**src/rtl/cic3_out_pkg.sv**
```systemverilog
// cic3_out_pkg: shared widths, defaults and the output formatting helper for
// the CIC3 output FIFO.
//   IN_WIDTH    CIC output word width (unsigned, 0..2^24)
//   OUT_WIDTH   formatted sample width
//   SHIFT       right shift applied after rounding
//   DEF_DEPTH   default FIFO depth
//   DEF_SETTLE  default number of settling samples discarded
package cic3_out_pkg;

  localparam int IN_WIDTH   = 25;
  localparam int OUT_WIDTH  = 16;
  localparam int SHIFT      = IN_WIDTH - OUT_WIDTH;
  localparam int DEF_DEPTH  = 8;
  localparam int DEF_SETTLE = 3;

  typedef logic [OUT_WIDTH-1:0] sample_t;

  // Half an output LSB, added before truncation for round-half-up.
  localparam logic [IN_WIDTH:0] RND = (IN_WIDTH+1)'(1) << (SHIFT-1);
  localparam logic [IN_WIDTH-SHIFT:0] SAT_MAX = (IN_WIDTH-SHIFT+1)'((1 << OUT_WIDTH) - 1);

  // Round, shift and clamp one CIC word. The sum carries one extra bit so a
  // full-scale input rounds up into the saturation range instead of wrapping.
  function automatic sample_t round_sat(input logic [IN_WIDTH-1:0] w);
    logic [IN_WIDTH:0]       sum;
    logic [IN_WIDTH-SHIFT:0] q;
    sum = {1'b0, w} + RND;
    q   = sum[IN_WIDTH:SHIFT];
    if (q > SAT_MAX) return '1;
    else             return q[OUT_WIDTH-1:0];
  endfunction

endpackage

```
**src/rtl/sync_fifo_fwft.sv**
```systemverilog
// sync_fifo_fwft: generic show-ahead FIFO.
//   clk, reset_n  clock, async active-low reset
//   push, wdata   write request/data; ignored (and flagged on drop) when full
//                 unless a pop happens in the same cycle
//   pop           read request; ignored when empty
//   rdata         head entry, valid whenever empty=0
//   full, empty   status
//   level         occupancy (0..DEPTH)
//   drop          push rejected this cycle (combinational)
module sync_fifo_fwft #(
  parameter int W     = 16,
  parameter int DEPTH = 8
) (
  input  logic                   clk,
  input  logic                   reset_n,
  input  logic                   push,
  input  logic [W-1:0]           wdata,
  input  logic                   pop,
  output logic [W-1:0]           rdata,
  output logic                   full,
  output logic                   empty,
  output logic [$clog2(DEPTH):0] level,
  output logic                   drop
);
  localparam int AW = $clog2(DEPTH);

  logic [DEPTH-1:0][W-1:0] mem;
  logic [AW:0]             wr_ptr, rd_ptr;
  logic                    do_push, do_pop;

  // Pointers carry one wrap bit so full and empty are distinguishable.
  assign empty   = (wr_ptr == rd_ptr);
  assign full    = (wr_ptr[AW] != rd_ptr[AW]) && (wr_ptr[AW-1:0] == rd_ptr[AW-1:0]);
  assign do_pop  = pop & ~empty;
  // A pop in the same cycle frees the slot, so a push into a full FIFO is legal.
  assign do_push = push & (~full | do_pop);
  assign drop    = push & full & ~do_pop;
  assign level   = wr_ptr - rd_ptr;
  assign rdata   = mem[rd_ptr[AW-1:0]];

  always_ff @(posedge clk or negedge reset_n) begin
    if (!reset_n) begin
      wr_ptr <= '0;
      rd_ptr <= '0;
      mem    <= '0;
    end else begin
      if (do_push) begin
        mem[wr_ptr[AW-1:0]] <= wdata;
        wr_ptr              <= wr_ptr + 1'b1;
      end
      if (do_pop) rd_ptr <= rd_ptr + 1'b1;
    end
  end

endmodule

```
**src/rtl/cic3_out_fifo.sv**
```systemverilog
// cic3_out_fifo: captures decimated CIC3 words in the fast clock domain,
// drops the filter settling samples, rounds/saturates to OUT_WIDTH and
// buffers them in a show-ahead FIFO.
//   clk, reset_n  modulator clock, async active-low reset
//   en            capture enable; low clears the settle counter
//   cic_out       CIC output word, stable at the capture strobe
//   divided_clk   decimated clock, sampled as data; falling edge = new word
//   m_data/m_valid/m_ready  show-ahead readout handshake
//   level         FIFO occupancy
//   ovf, ovf_clr  sticky overflow flag and its synchronous clear
module cic3_out_fifo
  import cic3_out_pkg::*;
#(
  parameter int DEPTH          = DEF_DEPTH,
  parameter int SETTLE_SAMPLES = DEF_SETTLE
) (
  input  logic                   clk,
  input  logic                   reset_n,
  input  logic                   en,
  input  logic [IN_WIDTH-1:0]    cic_out,
  input  logic                   divided_clk,
  output sample_t                m_data,
  output logic                   m_valid,
  input  logic                   m_ready,
  output logic [$clog2(DEPTH):0] level,
  output logic                   ovf,
  input  logic                   ovf_clr
);
  localparam int CW = $clog2(SETTLE_SAMPLES + 1);

  logic          div_q;
  logic          strobe, accept;
  logic [CW-1:0] settle_cnt;
  sample_t       fmt;
  logic          fmt_vld;
  logic          full, empty, drop;

  // divided_clk falls on a clk negedge, so div_q still holds the old high
  // level at the following posedge while the live input already reads low.
  assign strobe = div_q & ~divided_clk & en;
  assign accept = strobe && (settle_cnt == CW'(SETTLE_SAMPLES));

  always_ff @(posedge clk or negedge reset_n) begin
    if (!reset_n) begin
      div_q      <= 1'b0;
      settle_cnt <= '0;
      fmt        <= '0;
      fmt_vld    <= 1'b0;
      ovf        <= 1'b0;
    end else begin
      div_q <= divided_clk;

      // Saturating count of strobes; dropping en forces a fresh settle.
      if (!en)                                           settle_cnt <= '0;
      else if (strobe && settle_cnt != CW'(SETTLE_SAMPLES)) settle_cnt <= settle_cnt + 1'b1;

      // One-cycle format stage; an in-flight word still lands if en falls.
      fmt_vld <= accept;
      if (accept) fmt <= round_sat(cic_out);

      // A drop in the same cycle as a clear wins so no overflow goes unseen.
      if (drop)         ovf <= 1'b1;
      else if (ovf_clr) ovf <= 1'b0;
    end
  end

  sync_fifo_fwft #(
    .W     (OUT_WIDTH),
    .DEPTH (DEPTH)
  ) u_fifo (
    .clk     (clk),
    .reset_n (reset_n),
    .push    (fmt_vld),
    .wdata   (fmt),
    .pop     (m_ready),
    .rdata   (m_data),
    .full    (full),
    .empty   (empty),
    .level   (level),
    .drop    (drop)
  );

  assign m_valid = ~empty;

endmodule

```
**config.mk**
```make
export PLATFORM = sky130hd
export DESIGN_NAME = cic3_out_fifo
export DESIGN_NICKNAME = d
export VERILOG_FILES = /design/src/rtl/cic3_out_pkg.sv /design/src/rtl/sync_fifo_fwft.sv /design/src/rtl/cic3_out_fifo.sv
export SDC_FILE = /design/constraint.sdc
export NUM_CORES = 1
export LEC_CHECK = 0
export CAP_MARGIN = 20
export CORE_MARGIN = 1.5
export CORE_UTILIZATION = 50
export CTS_CLUSTER_DIAMETER = 50
export CTS_CLUSTER_SIZE = 40
export DETAILED_ROUTE_END_ITERATION = 7
export MAX_ROUTING_LAYER = met4
export PLACE_DENSITY_LB_ADDON = 0.12
export SYNTH_ARGS = -nofsm -noshare
export SYNTH_HDL_FRONTEND = slang
export SYNTH_SLANG_ARGS = --single-unit
```
**constraint.sdc**
```tcl
create_clock -name clk -period 4.4 [get_ports clk]
set_clock_uncertainty 0.05 [all_clocks]
set_input_delay 0.66 -clock clk [delete_from_list [all_inputs] [get_ports clk]]
set_output_delay 0.66 -clock clk [all_outputs]
set_load 0.05 [all_outputs]
```
After elaboration in Yosys (flattened, before gate mapping)
Index checks and enable logic that the tools add are counted.
{ "word_totals": {"ff_bits": 157, "in_bits": 31, "out_inout_bits": 22, "word_cells": 56} }
{ "op_classes": {"addsub": 5, "magnitude_cmp": 4, "n_eq_ne": 6, "mux": 10, "bitwise": 11, "n_reduce_logical": 5} }
{ "op_table": {"columns": ["operator", "count"], "rows": [
  ["128-bit bitwise mux", 1],
  ["16-bit binary-select mux with 3-bit select", 1],
  ["16-bit demux with 3-bit select", 1],
  ["16-bit two-way mux", 3],
  ["25-bit by 9-bit adder with 26-bit output (second input constant)", 1],
  ["17-bit by 16-bit greater-than comparator with 1-bit output (second input constant)", 1],
  ["4-bit by 1-bit adder with 4-bit output (second input constant)", 2],
  ["3-bit by 4-bit less-than comparator with 1-bit output (second input constant)", 2],
  ["1-bit bitwise AND", 6],
  ["4-bit equality test", 1],
  ["1-bit logical AND", 4],
  ["2-bit two-way mux", 2],
  ["1-bit NOT", 4],
  ["4-bit subtractor", 1],
  ["3-bit equality test", 1],
  ["3-bit by 1-bit >= comparator with 1-bit output (second input constant)", 1],
  ["2-bit by 1-bit adder with 2-bit output (second input constant)", 1],
  ["2-bit equality test (second input constant)", 1],
  ["1-bit two-way mux", 2],
  ["2-bit by 1-bit != test with 1-bit output (second input constant)", 1],
  ["2-bit != test (second input constant)", 1],
  ["2-bit nonzero test", 1],
  ["1-bit != test", 1],
  ["1-bit bitwise OR", 1]
]} }

Longest topological paths before layout
{ "depth": {"depth_word": 6, "ltp_mapped": 11, "ltp_nobuf": 7} }

Hierarchy
Synthesis repeated with hierarchy kept, for this count alone.
{ "unflattened": {"cells_unflattened": 536, "area_unflattened_um2": 7574.8} }
{ "modules_own_cells": {"columns": ["module", "instances", "cells_each", "area_per_inst_um2"], "rows": [
  ["sync_fifo_fwft", 1, 420, 6408.6],
  ["cic3_out_fifo", 1, 116, 1166.1]
]} }

Worst setup path after synthesis
Ideal clock, no wire load.
{ "synth_timing": {"path_type": "reg2out", "startpoint": "register u_fifo.rd_ptr[1]", "endpoint": "output level[3]", "t_arrival_ns": 2.356, "slack_ns": 1.334, "stages_incl_launch_ff": 8, "path_cell_list": "dfrtp_1 clkbuf_1 clkbuf_1 inv_1 ha_1 a21o_1 a21oi_1 xnor2_1"} }
{ "synth_between": {"elab_chain_cells": 1} }
{ "synth_lines": {"columns": ["element", "line_no", "source"], "rows": [
  ["start: declaration", "sync_fifo_fwft.sv:28", "logic [AW:0] wr_ptr, rd_ptr;"],
  ["start signal: assignment", "sync_fifo_fwft.sv:51", "if (do_pop) rd_ptr <= rd_ptr + 1'b1;"],
  ["4-bit subtractor", "sync_fifo_fwft.sv:38", "assign level = wr_ptr - rd_ptr;"],
  ["end: declaration", "cic3_out_fifo.sv:25", "output logic [$clog2(DEPTH):0] level,"]
]} }
No other way between the ends.

Worst setup path in the final report
{ "layout_timing": {"startpoint": "register u_fifo.rd_ptr[0]", "endpoint": "output m_data[11]"} }
{ "layout_between": {"elab_chain_cells": 2} }
{ "layout_lines": {"columns": ["element", "line_no", "source"], "rows": [
  ["16-bit binary-select mux with 3-bit select", "sync_fifo_fwft.sv:39", "assign rdata = mem[rd_ptr[AW-1:0]];"],
  ["16-bit two-way mux (not written as such)", "sync_fifo_fwft.sv:39", null],
  ["end: declaration", "cic3_out_fifo.sv:22", "output sample_t m_data,"]
]} }
No other way between the ends. The select of a mux whose other input is x is not followed.

==> impl_metrics.yaml <==
cts:
  clk_latency_ns: 0.42
  cts.htree.levels: 4
  cts.clk_slew.worst_paths_ns: 0.06
  cts.sink_count: 157
  clk_root_buffer_cell: "sky130_fd_sc_hd__clkbuf_16"
  cts_resized: 0
  clock_tree_from_tritoncts: "done"
  cts_buffers: 17
  cts_setup_buffers: 0
  hold_buffers: 0
  clk_path_buf_depth: 2
grt:
  number_of_antenna_violations_at_the_first_check_in_global_routing: 0
  globalRoute.totalOverflow: 0
  grt_pass1_vias: 4617
  pin_count_of_the_biggest_net_entering_global_routing: 110
  groute.usage.overall_pct: 21.8
  grt_first_pass_wirelength_mm: 25.4
worst_setup_path:
  worstPathRequired_ns: 3.69
  r2r_slack_ns: 1.56
  critPathKind: "reg -> out"
  largest_fanout_of_any_net_on_the_critical_path: 19
  worstPathArrival_ns: 2.88
  start_kind: "flop"
  worstSetupEndpointType: "output pin"
sta:
  max_slew.worst_pin.slew_ns: 1.01
  finalSetupViolCount: 0
  achievable-frequency_ghz: 0.278
  rsz_0062_raised_after_global_routing: "false"
  finalHoldViolCount: 0
  relSlewSlack_pct: 32.8
  timing.final.max_slew_violations: 0
  final.period_utilization_pct: 81.6
  setup_tns_ns: 0
  final.min_clock_period_ns: 3.59
power:
  maximum_vdd_drop_mv: 0.313
  static-leakage-power_nw: 4.24
  power.density_nw_per_um2: 444
  design_power_total_w: 0.00389
synth:
  synth_sequential_area_ratio_pct: 51.9
  synth_area_leaders: "sky130_fd_sc_hd__dfrtp_1 (52%), sky130_fd_sc_hd__mux4_2 (9.5%), sky130_fd_sc_hd__mux2_4 (7.9%)"
  synth_top_area_share_pct: 51.9
  synthCells: 531
  count_of_different_cell_masters_after_synthesis: 41
  synth_area_per_cell_um2: 14.3
  synth.net_count: 570
  syn-cell-area_um2: 7570
  synth_area_leader_cell: "sky130_fd_sc_hd__dfrtp_1"
  synthesis.yosys.warnings: 0
  yosys_register_bits: 157
placed_design:
  dp_hpwl_mm: 9.35
  placed_cells_incl_taps: 739
  port_buffers: 44
  routabilityCongestion: 0.727
floorplan:
  num_io_pins: 53
  chipHeight_um: 126
  die_extent_in_x_um: 126
  die_area_um2: 15900
  core_region_area_um2: 14600
  initial_utilization_pct: 51.7
  rows: 44
drt:
  dr_wl_met3_um: 722
  detail_route.wirelength.met1_mm: 7.06
  drt_pass1_iterations: 6
  postRouteAntennaNets: 0
  routed_wirelength_mm: 15.1
  drc: 0
  top_layer_used: "met4"
  dr.first_iter.drc_count: 321
  wl_met2_mm: 7.16
  detailroute.via_count: 4308
  route.detailed.wl_per_inst_um: 19.6
  route.detailed.vias_per_inst: 5.59
layout:
  final.fill_count: 1166
  nets: 613
  mostFrequentLayoutCell: "sky130_fd_sc_hd__dfrtp_1"
  n_antenna_cell: 0
  multi_input_comb_area_um2: 3410
  seq_area_um2: 3930
  layout-drive-gt1-share_pct: 29.7
  area_delta_synth_final_pct: 15.8
  final_cells: 770
  commonest_cells_after_routing_fill_and_taps_aside: "sky130_fd_sc_hd__dfrtp_1 (156), sky130_fd_sc_hd__nand2_1 (69), sky130_fd_sc_hd__mux2_2 (51)"
run:
  max-cap-violations: 0
worst_hold_path:
  holdCritPathClass: "in -> async"
outcome:
  status: "finished clean"
[through the flow]
| step | worst slack [ns] | hold WS (ns) | util, % | cell area [µm²] |
|---|---|---|---|---|
| after floorplan | 1.33 | 0.314 | - | 7570 |
| after global placement | 1.18 | 0.418 | 55.5 | 8130 |
| after detailed placement | 1.17 | 0.428 | 55.5 | 8130 |
| after CTS | 0.720 | 0.371 | 59.9 | 8770 |
| after global routing | 0.661 | 0.415 | 59.9 | 8770 |
| final | 0.808 | 0.296 | 59.9 | 8770 |
[cells in the mapped netlist]
library cell,count
sky130_fd_sc_hd__dfrtp_1,157
sky130_fd_sc_hd__a21oi_1,10
sky130_fd_sc_hd__fa_1,1
sky130_fd_sc_hd__o22ai_1,1
sky130_fd_sc_hd__nand4_1,2
sky130_fd_sc_hd__a31o_2,1
sky130_fd_sc_hd__nor2_1,11
sky130_fd_sc_hd__mux2_4,40
sky130_fd_sc_hd__buf_2,3
sky130_fd_sc_hd__and3_1,7
sky130_fd_sc_hd__nor3_1,1
sky130_fd_sc_hd__nand3_1,10
sky130_fd_sc_hd__nand2_1,69
sky130_fd_sc_hd__a31oi_1,1
sky130_fd_sc_hd__and4_1,2
sky130_fd_sc_hd__xnor2_1,13
sky130_fd_sc_hd__buf_6,10
sky130_fd_sc_hd__nor2_4,2
sky130_fd_sc_hd__nor2b_1,3
sky130_fd_sc_hd__clkinv_1,1
sky130_fd_sc_hd__xor2_1,8
sky130_fd_sc_hd__ha_1,7
sky130_fd_sc_hd__and4b_1,1
sky130_fd_sc_hd__inv_1,10
sky130_fd_sc_hd__mux2i_1,2
sky130_fd_sc_hd__xnor2_2,1
sky130_fd_sc_hd__o31ai_1,1
sky130_fd_sc_hd__nor4_4,2
sky130_fd_sc_hd__mux4_2,32
sky130_fd_sc_hd__mux2_2,51
sky130_fd_sc_hd__or3_4,1
sky130_fd_sc_hd__clkbuf_1,13
sky130_fd_sc_hd__o21ai_0,8
sky130_fd_sc_hd__nand4_4,2
sky130_fd_sc_hd__and2_1,1
sky130_fd_sc_hd__buf_8,1
sky130_fd_sc_hd__nand2b_2,3
sky130_fd_sc_hd__and2_4,1
sky130_fd_sc_hd__mux2_1,39
sky130_fd_sc_hd__a21o_1,1
sky130_fd_sc_hd__nand2b_1,1
[metal layers]
metal,global-route usage (%),vias to the layer above
met3,3.82,12
met2,33.4,86
met1,29.9,2230
met4,6.69,0
li1,-,1980
met5,-,-
[kinds of logic after synthesis]
family	count (synthesis)	synth area share, %
adders and majority gates	8	1.42
DFF	157	51.9
xor gates and xnor gates	22	2.64
buffers and inverters	38	3.07
and+or+nand+nor	119	8.24
AOI/OAI and AO/OA	23	1.67
muxes	164	31.1
[final cells by class]
| cell class | count | share of cell area, % |
|---|---|---|
| Timing Repair Buffer | 51 | 5.92 |
| Clock inverter | 11 | 2.17 |
| Clock buffer | 20 | 5.09 |
| Sequential cell | 157 | 44.8 |
| Inverter | 11 | 0.471 |
| Multi-Input combinational cell | 336 | 38.9 |
| Tap cell | 184 | 2.62 |
[state kept, by name, summed over array words and instances, names as in the netlist]
name	flops
u_fifo.rd_ptr	4
fmt	16
u_fifo.wr_ptr	4
fmt_vld	1
u_fifo.mem	128
ovf	1
div_q	1
settle_cnt	2
[path summary, 6_finish.rpt]
path / from / to / depth (start not counted)
max in group asynchronous: reset_n / fmt[6] / 2
worst min register to register: u_fifo.mem[119] / u_fifo.mem[119] / 1
worst min-delay path: reset_n / u_fifo.mem[14] / 1
min in group clk: u_fifo.mem[119] / u_fifo.mem[119] / 1
worst max-delay path: u_fifo.rd_ptr[0] / m_data[11] / 5
worst max register to register: u_fifo.rd_ptr[2] / u_fifo.mem[17] / 8
[critical path, stage by stage, from the launching register on]
cell	delay [ns]
sky130_fd_sc_hd__dfrtp_2	0.76
sky130_fd_sc_hd__buf_12	0.28
sky130_fd_sc_hd__mux4_2	0.53
sky130_fd_sc_hd__nand2_1	0.09
sky130_fd_sc_hd__nand2_1	0.08
sky130_fd_sc_hd__clkdlybuf4s50_1	0.71
[power breakdown]
group / internal (W) / switching [W] / total (W)
clock network: 0.00102 / 0.000563 / 0.00158
logic: 0.000304 / 0.000440 / 0.000744
registers: 0.00147 / 0.0000965 / 0.00157
Note: power is estimated with default switching activity, not from simulation.
